[config.mk]
export PLATFORM = sky130hd
export DESIGN_NAME = discr_in_filter
export DESIGN_NICKNAME = d
export VERILOG_FILES = /design/src/rtl/discr_in_filter.sv
export SDC_FILE = /design/constraint.sdc
export NUM_CORES = 2
export LEC_CHECK = 0
export CORE_MARGIN = 8
export CORE_UTILIZATION = 45
export DETAILED_ROUTE_END_ITERATION = 10
export MAX_ROUTING_LAYER = met4
export PLACE_DENSITY = 0.72
export SETUP_SLACK_MARGIN = 0.2
export SKIP_CTS_REPAIR_TIMING = 1
export SLEW_MARGIN = 20
export SYNTH_ARGS = -nofsm -noshare
export SYNTH_HDL_FRONTEND = slang
export SYNTH_SLANG_ARGS = --single-unit
[constraint.sdc]
create_clock -name clk -period 5.79 [get_ports clk]
set_input_delay 1.158 -clock clk [delete_from_list [all_inputs] [get_ports clk]]
set_output_delay 1.158 -clock clk [all_outputs]
set_load 0.005 [all_outputs]
[src/rtl/discr_in_filter.sv]
// Discrete input conditioning: 2-flop sync, per-channel integrating debounce, Avalon-MM config.
// Optional rejected-transient counter on Reg3 when DISCR_IN_FILTER_GLITCH_EN is defined.
module discr_in_filter #(
    parameter int COUNT   = 32,
    parameter int PRESC_W = 16,
    parameter int CNT_W   = 8
) (
    input  logic             clk,
    input  logic             reset_n,
    output logic             ams_waitrequest,
    input  logic             ams_write,
    input  logic             ams_read,
    input  logic [1:0]       ams_address,
    input  logic [31:0]      ams_writedata,
    output logic             ams_readdatavalid,
    output logic [31:0]      ams_readdata,
    input  logic [COUNT-1:0] raw_in,
    output logic [COUNT-1:0] flt_out,
    output logic             flt_change
);

    localparam logic [1:0] ST_IDLE  = 2'd0;
    localparam logic [1:0] ST_WRITE = 2'd1;
    localparam logic [1:0] ST_READ  = 2'd2;

    logic [1:0]         state;
    logic [1:0]         addr_q;
    logic [31:0]        wdata_q;
    logic [31:0]        rd_mux;
    logic               accept;
    logic               wr_ctrl;
    logic               wr_len;

    logic               flt_en;
    logic [PRESC_W-1:0] presc;
    logic [PRESC_W-1:0] presc_cnt;
    logic [CNT_W-1:0]   len;
    logic [CNT_W-1:0]   n_eff;
    logic               tick;

    logic [COUNT-1:0]   sync1;
    logic [COUNT-1:0]   sync2;
    logic [COUNT-1:0]   flt_d;
    logic [COUNT-1:0]   flt_nxt;
    logic [CNT_W-1:0]   cnt     [COUNT];
    logic [CNT_W-1:0]   cnt_nxt [COUNT];

`ifdef DISCR_IN_FILTER_GLITCH_EN
    logic [COUNT-1:0]   dir;
    logic [COUNT-1:0]   dir_nxt;
    logic               glitch_hit;
    logic               wr_glitch;
    logic [15:0]        glitch_cnt;
`endif

    assign accept          = (state == ST_IDLE) && (ams_write || ams_read);
    assign ams_waitrequest = !accept;
    assign wr_ctrl         = (state == ST_WRITE) && (addr_q == 2'd0);
    assign wr_len          = (state == ST_WRITE) && (addr_q == 2'd1);
    assign n_eff           = (len == '0) ? CNT_W'(1) : len;
    assign tick            = (presc_cnt == presc);

    always_comb begin
        rd_mux = '0;
        case (ams_address)
            2'd0: begin
                rd_mux[0]           = flt_en;
                rd_mux[PRESC_W+7:8] = presc;
            end
            2'd1:    rd_mux[CNT_W-1:0] = len;
            2'd2:    rd_mux[COUNT-1:0] = flt_out;
            default: begin
`ifdef DISCR_IN_FILTER_GLITCH_EN
                rd_mux[15:0] = glitch_cnt;
`endif
            end
        endcase
    end

    always_ff @(posedge clk or negedge reset_n) begin
        if (!reset_n) begin
            state             <= ST_IDLE;
            addr_q            <= '0;
            wdata_q           <= '0;
            ams_readdatavalid <= 1'b0;
            ams_readdata      <= '0;
        end else begin
            ams_readdatavalid <= 1'b0;
            case (state)
                ST_IDLE: begin
                    if (ams_write) begin
                        state   <= ST_WRITE;
                        addr_q  <= ams_address;
                        wdata_q <= ams_writedata;
                    end else if (ams_read) begin
                        state             <= ST_READ;
                        ams_readdata      <= rd_mux;
                        ams_readdatavalid <= 1'b1;
                    end
                end
                default: state <= ST_IDLE;
            endcase
        end
    end

    always_ff @(posedge clk or negedge reset_n) begin
        if (!reset_n) begin
            flt_en    <= 1'b1;
            presc     <= PRESC_W'(99);
            len       <= CNT_W'(4);
            presc_cnt <= '0;
        end else begin
            if (wr_ctrl) begin
                flt_en <= wdata_q[0];
                presc  <= wdata_q[PRESC_W+7:8];
            end
            if (wr_len) len <= wdata_q[CNT_W-1:0];
            if (wr_ctrl || tick) presc_cnt <= '0;
            else                 presc_cnt <= presc_cnt + 1'b1;
        end
    end

    // Bypass takes sync1 so the flt_out register itself is the second sync stage (2-clk path);
    // counters are preloaded from the same value so re-enabling does not move the output.
    always_comb begin
        cnt_nxt = cnt;
        flt_nxt = flt_out;
`ifdef DISCR_IN_FILTER_GLITCH_EN
        dir_nxt    = dir;
        glitch_hit = 1'b0;
`endif
        for (int unsigned i = 0; i < COUNT; i++) begin
            if (!flt_en) begin
                flt_nxt[i] = sync1[i];
                cnt_nxt[i] = sync1[i] ? n_eff : '0;
            end else if (tick) begin
                if (cnt[i] > n_eff)                       cnt_nxt[i] = n_eff;
                else if (sync2[i] && (cnt[i] < n_eff))    cnt_nxt[i] = cnt[i] + 1'b1;
                else if (!sync2[i] && (cnt[i] != '0))     cnt_nxt[i] = cnt[i] - 1'b1;
                if (cnt_nxt[i] == n_eff)                  flt_nxt[i] = 1'b1;
                else if (cnt_nxt[i] == '0)                flt_nxt[i] = 1'b0;
`ifdef DISCR_IN_FILTER_GLITCH_EN
                if (cnt_nxt[i] != cnt[i]) begin
                    dir_nxt[i] = (cnt_nxt[i] > cnt[i]);
                    if ((dir_nxt[i] == flt_out[i]) && (dir[i] != flt_out[i]) &&
                        (flt_nxt[i] == flt_out[i]))
                        glitch_hit = 1'b1;
                end
`endif
            end
        end
    end

    always_ff @(posedge clk or negedge reset_n) begin
        if (!reset_n) begin
            sync1      <= '0;
            sync2      <= '0;
            flt_out    <= '0;
            flt_d      <= '0;
            flt_change <= 1'b0;
            cnt        <= '{default: '0};
        end else begin
            sync1      <= raw_in;
            sync2      <= sync1;
            cnt        <= cnt_nxt;
            flt_out    <= flt_nxt;
            flt_d      <= flt_out;
            flt_change <= |(flt_out ^ flt_d);
        end
    end

`ifdef DISCR_IN_FILTER_GLITCH_EN
    assign wr_glitch = (state == ST_WRITE) && (addr_q == 2'd3);

    always_ff @(posedge clk or negedge reset_n) begin
        if (!reset_n) begin
            dir        <= '0;
            glitch_cnt <= '0;
        end else begin
            dir <= dir_nxt;
            if (wr_glitch)                                   glitch_cnt <= '0;
            else if (glitch_hit && (glitch_cnt != 16'hFFFF)) glitch_cnt <= glitch_cnt + 1'b1;
        end
    end
`endif

endmodule
# Word-level counts from Yosys, hierarchy flattened
# Index checks and enable logic that the tools add are counted.
op_classes:
  reduce_logical: 205
  n_addsub: 65
  n_bitwise: 2
  n_eq_ne: 71
  n_mux: 396
  n_lt_le_gt_ge: 64
ops:
  columns: ["op", "n"]
  rows:
  - ["8-bit 2-to-1 mux", 258]
  - ["8-bit logical NOT", 33]
  - ["8-bit by 1-bit adder with 8-bit output (second input constant)", 32]
  - ["8-bit equality test", 32]
  - ["8-bit greater-than comparator", 32]
  - ["8-bit less-than comparator", 32]
  - ["8-bit nonzero test", 32]
  - ["8-bit by 1-bit subtractor with 8-bit output (second input constant)", 32]
  - ["1-bit 2-to-1 mux", 131]
  - ["3-bit by 1-bit != test with 1-bit output (second input constant)", 32]
  - ["1-bit logical AND", 67]
  - ["2-bit AND reduction", 33]
  - ["1-bit logical NOT", 33]
  - ["16-bit case mux with 2 select lines", 1]
  - ["32-bit OR reduction", 1]
  - ["32-bit XOR", 1]
  - ["16-bit by 1-bit adder with 16-bit output (second input constant)", 1]
  - ["16-bit equality test", 1]
  - ["16-bit 2-to-1 mux", 1]
  - ["7-bit case mux with 2 select lines", 1]
  - ["2-bit by 1-bit equality test with 1-bit output (second input constant)", 3]
  - ["2-bit logical NOT", 3]
  - ["2-bit 2-to-1 mux", 3]
  - ["3-bit != test (second input constant)", 1]
  - ["6 further kinds", 7]
totals:
  register_bits: 487
  out_inout_bits: 67
  inputBits: 70

# Logic depth before layout (Yosys ltp)
depth:
  word_depth: 13
  depth_mapped: 19
  mapped_depth_nobuf: 13

# Worst setup path after synthesis
# OpenSTA, ideal clock, no wires.
synth_timing:
  kind: "register to register"
  startpoint: "register len[1]"
  endpoint: "register flt_out[5]"
  arrival_ns: 4.971
  period_less_slack_ns: 5.107
  path_buffers: 4
  path_stages_with_launch: 18
  setup_slack_ns: 0.683
  cell_sequence: "dfrtp_1 buf_2 nor3_1 a31oi_2 inv_2 buf_1 clkbuf_1 clkbuf_1 ha_1 nor2b_1 o211ai_1 a21oi_1 nor3_2 a2111oi_0 a311o_1 or4b_1 o31ai_1 o211ai_1"
synth_between:
  elab_chain_cells: 12
  word_cells_on_any_way: 16
  cone_classes: "2 x order compare; 2 x eq/ne; 8 x mux; 4 x reduce/logical"
synth_rtl:
  columns: ["item", "line_no", "source"]
  rows:
  - ["start, declared", "37", "logic [CNT_W-1:0] len;"]
  - ["start signal, assigned", "117", "if (wr_len) len <= wdata_q[CNT_W-1:0];"]
  - ["8-bit logical NOT", "60", "assign n_eff = (len == '0) ? CNT_W'(1) : len;"]
  - ["8-bit 2-to-1 mux (*)", "60", null]
  - ["8-bit less-than comparator", "138", "else if (sync2[i] && (cnt[i] < n_eff)) cnt_nxt[i] = cnt[i] + 1'b1;"]
  - ["1-bit logical AND", "138", null]
  - ["8-bit 2-to-1 mux", "138", null]
  - ["8-bit 2-to-1 mux", "137", "if (cnt[i] > n_eff) cnt_nxt[i] = n_eff;"]
  - ["8-bit 2-to-1 mux", "136", "end else if (tick) begin"]
  - ["8-bit 2-to-1 mux", "133", "if (!flt_en) begin"]
  - ["8-bit equality test", "140", "if (cnt_nxt[i] == n_eff) flt_nxt[i] = 1'b1;"]
  - ["1-bit 2-to-1 mux", "140", null]
  - ["1-bit 2-to-1 mux", "136", null]
  - ["1-bit 2-to-1 mux", "133", null]
  - ["end signal, assigned", "166", "flt_out <= flt_nxt;"]
  - ["end, declared", "18", "output logic [COUNT-1:0] flt_out,"]
# Mark *: on every way between the ends. The rest lies on a longest branch, timed or not. The select of a mux whose other input is x is not followed.
# A chain may end at the register's enable or synchronous reset.

# Worst setup path after layout
layout_timing:
  startpoint: "register len[2]"
  endpoint: "register flt_out[14]"
# The elaborated chain is that of the path after synthesis.

==> metrics.csv <==
stage;metric;value;unit
cells_and_area;Filler cells;9354;
sta;# setup viols final;0;
synthesis;Yosys top cell area share;26.6;%
global_routing;pin count of the biggest net entering global routing;149;
cts;clk slew on worst S/H paths;60;ps
cells_and_area;layout cell share with drive strength beyond 1;7.33;%
global_routing;gr usage total;26.6;%
cts;Max Buffers Root-to-Sink;3;
floorplan;Starting Density;45.3;%
global_routing;antenna violations before repair;4;
worst_setup_path;CP Buf/Inv Count;3;
place;hpwl dp;100000;um
place;worst slack at placement;1080;ps
worst_setup_path;Worst setup EP type;flop;
synthesis;mean post-synth cell area;8.09;um^2
synthesis;Netlist cell types;106;
cts;clock sink total;487;
floorplan;Cell Rows;116;
worst_setup_path;stages on the worst setup path;14;
route;Post-Route WL;151000;um
worst_setup_path;CP peak stage delay;610;ps
worst_setup_path;R2R cell count;14;
route;DR DRC count;0;
worst_setup_path;Reg-to-Reg Start;len[2]$_DFFE_PN1P_;
worst_setup_path;crit-path max FO;32;
synthesis;simple-gate area share of the yosys netlist;21.9;%
sta;Final WS setup;949;ps
synthesis;adder-cell share of the synthesized area;9.85;%
synthesis;multiplexer share of the synthesized area;4.49;%
route;routed length per instance;22.0;um
worst_setup_path;Critical Path Most Common Cell;buf_4;
route;Top Metal Used;met4;
floorplan;core area;0.100;mm^2
synthesis;top post-synthesis cells by area;dfrtp_1 27%, ha_1 9.9%, xnor2_1 6.6%;
route;Pre-antenna DRT Iters;6;
synthesis;Main synth FF type;dfrtp_1;
synthesis;ys async rst share;100;%
sta;headroom to the max-slew limit;29.8;%
min_path;worst hold path cell count;2;
synthesis;area fraction in compound gates after synthesis;23.0;%
worst_setup_path;critical path launch point;len[2]$_DFFE_PN1P_;
sta;min Tclk post-route;4840;ps
place;port bufs;128;
status;status;complete, no violations;
min_path;Hold/Removal Path Class;reg -> reg;
synthesis;Synth area leader;dfrtp_1;
cts;Skew-Pair Late Insertion Delay;680;ps
cts;H-tree Lvls;2;
sta;setup TNS;0;ps
route;met3 routed WL;14100;um
cells_and_area;Area Overhead vs Synth;9.78;%
floorplan;die height;333;um
sta;final period utilization;83.6;%
synthesis;synth warn;0;
synthesis;Cells after Synth;5606;
route;Detailed Route Iter0 Violations;5068;
global_routing;global-route wire length before repair;237000;um
synthesis;Post-synth EDFFs;0;
cells_and_area;Layout Nets;5928;
worst_setup_path;Startpoint Class;flop;
synthesis;Post-synth top cells;609 x nand2_1, 481 x dfrtp_1, 423 x o21ai_0;
synthesis;Yosys reg bits;487;
floorplan;die area;0.111;mm^2
sta;fmax;207;MHz
worst_setup_path;crit-path cells;nor2_1 -> a31oi_4 -> inv_4 -> buf_4 -> ha_1 -> nor2b_1 -> o211ai_1 -> a21oi_1 -> buf_4 -> o22ai_1 -> mux2i_1 -> nor4bb_1 -> a31oi_1 -> a211o_1;
floorplan;Die X;333;um
route;metal2 WL;66100;um
global_routing;gr ovfl total;0;
synthesis;post-synthesis sequential area ratio;26.9;%
place;routability cong.;0.943;
worst_setup_path;slowest CP cell;o22ai_1;
route;Final ANT Viol Nets;0;
min_path;Hold Path Origin;ams_readdata[28]$_DFFE_PN0P_;
synthesis;area of the mapped netlist;0.0453;mm^2
cts;CTS tree;done;
route;Vias/cell;6.45;
worst_setup_path;CP required;6360;ps
worst_setup_path;CP Class;reg -> reg;
sta;Layout Skew;44.1;ps
sta;worst slew pin tran;1050;ps
job;Max Cap Viol;0;
sta;setup repair after global routing missed its margin;false;
synthesis;largest family of logic cells by synthesized area;compound AO/OA/AOI/OAI gates;
worst_setup_path;cell family with most CP delay;compound AO/OA/AOI/OAI gates;
cts;clock root buffer;clkbuf_16;
sta;Min Hold Slack;464;ps
synthesis;syn nets;6033;
cts;TritonCTS buffer count;57;
sta;final slew viol count;0;
worst_setup_path;Worst EP arrival;5410;ps
sta;Fin. Hold Viols;0;
global_routing;vias in the first global route;41600;
route;DRT met1 WL;64600;um
synthesis;most common cell in the netlist;nand2_1;
floorplan;io pins;137;
synthesis;post-synthesis xor/xnor area fraction;9.48;%
route;Vias;44200;
==> cell usage in the layout, fill, tap and decap left out, types with 129 or more instances in the layout <==
| cell type | count |
|---|---|
| nor2_1 | 371 |
| nand3_1 | 147 |
| a21oi_1 | 339 |
| ha_1 | 356 |
| o21ai_0 | 422 |
| a22o_1 | 129 |
| dfrtp_1 | 475 |
| xnor2_1 | 340 |
| nand4_1 | 183 |
| nand2_1 | 608 |
==> registers in the layout, summed over array words and instances, names as in the netlist, 24 cells and up <==
| signal | cells |
|---|---|
| flt_out | 32 |
| cnt | 256 |
| ams_readdata | 32 |
| sync2 | 32 |
| flt_d | 32 |
| sync1 | 32 |
| wdata_q | 24 |
==> tightest hold or removal path: cells and delay by family, from the launching register on <==
kind,cells,cell delay [ps]
simple gates,2,100
flops,1,340
==> routing by layer <==
| layer | global-route usage (%) | up-vias |
|---|---|---|
| met5 | - | - |
| met4 | 9.81 | 0 |
| met3 | 4.78 | 436 |
| met2 | 40.7 | 2096 |
| met1 | 35.3 | 21100 |
| li1 | - | 20500 |
==> layout make-up <==
cell class,instances,area [um^2],area share (%)
inverter,125,494,0.993
antenna,3,7.51,0.0151
clock buffer,72,1570,3.16
multi-input combinational,4594,31200,62.7
tap,1298,1620,3.26
timing repair buffer,236,2170,4.36
clock inverter,36,450,0.905
sequential,487,12200,24.6
==> cells by family (layout without fill, tap and decap cells) <==
logic type | after synthesis | after routing
and+or+nand+nor | 1978 | 1978
AOI/OAI and AO/OA | 1593 | 1593
buffers and inverters | 525 | 469
DFF | 487 | 487
xor gates and xnor gates | 472 | 472
adders and majority gates | 357 | 357
muxes | 194 | 194
other | 0 | 3
==> through the flow <==
step                      instance area [um^2]  util [%]  instances
after floorplan                          45300         -       5606
after global placement                   47700      47.7       6740
after detailed placement                 47700      47.7       6740
after CTS                                49800      49.8       6848
after global routing                     49800      49.8       6851
final                                    49800      49.8       6851
==> path summary, 6_finish.rpt <==
kind	endpoint	slack [ps]
setup / recovery	flt_out[14]$_DFFE_PN0P_	950
hold / removal	ams_readdata[28]$_DFFE_PN0P_	460
setup reg to reg	flt_out[14]$_DFFE_PN0P_	950
hold reg to reg	ams_readdata[28]$_DFFE_PN0P_	460
max in group asynchronous	cnt[194]$_DFFE_PN0P_	4000
min in group asynchronous	sync2[23]$_DFF_PN0_	500
Power is left out: the tool's default activity adds up to more than one toggle a clock period on the data nets, which glitch-free logic cannot reach.
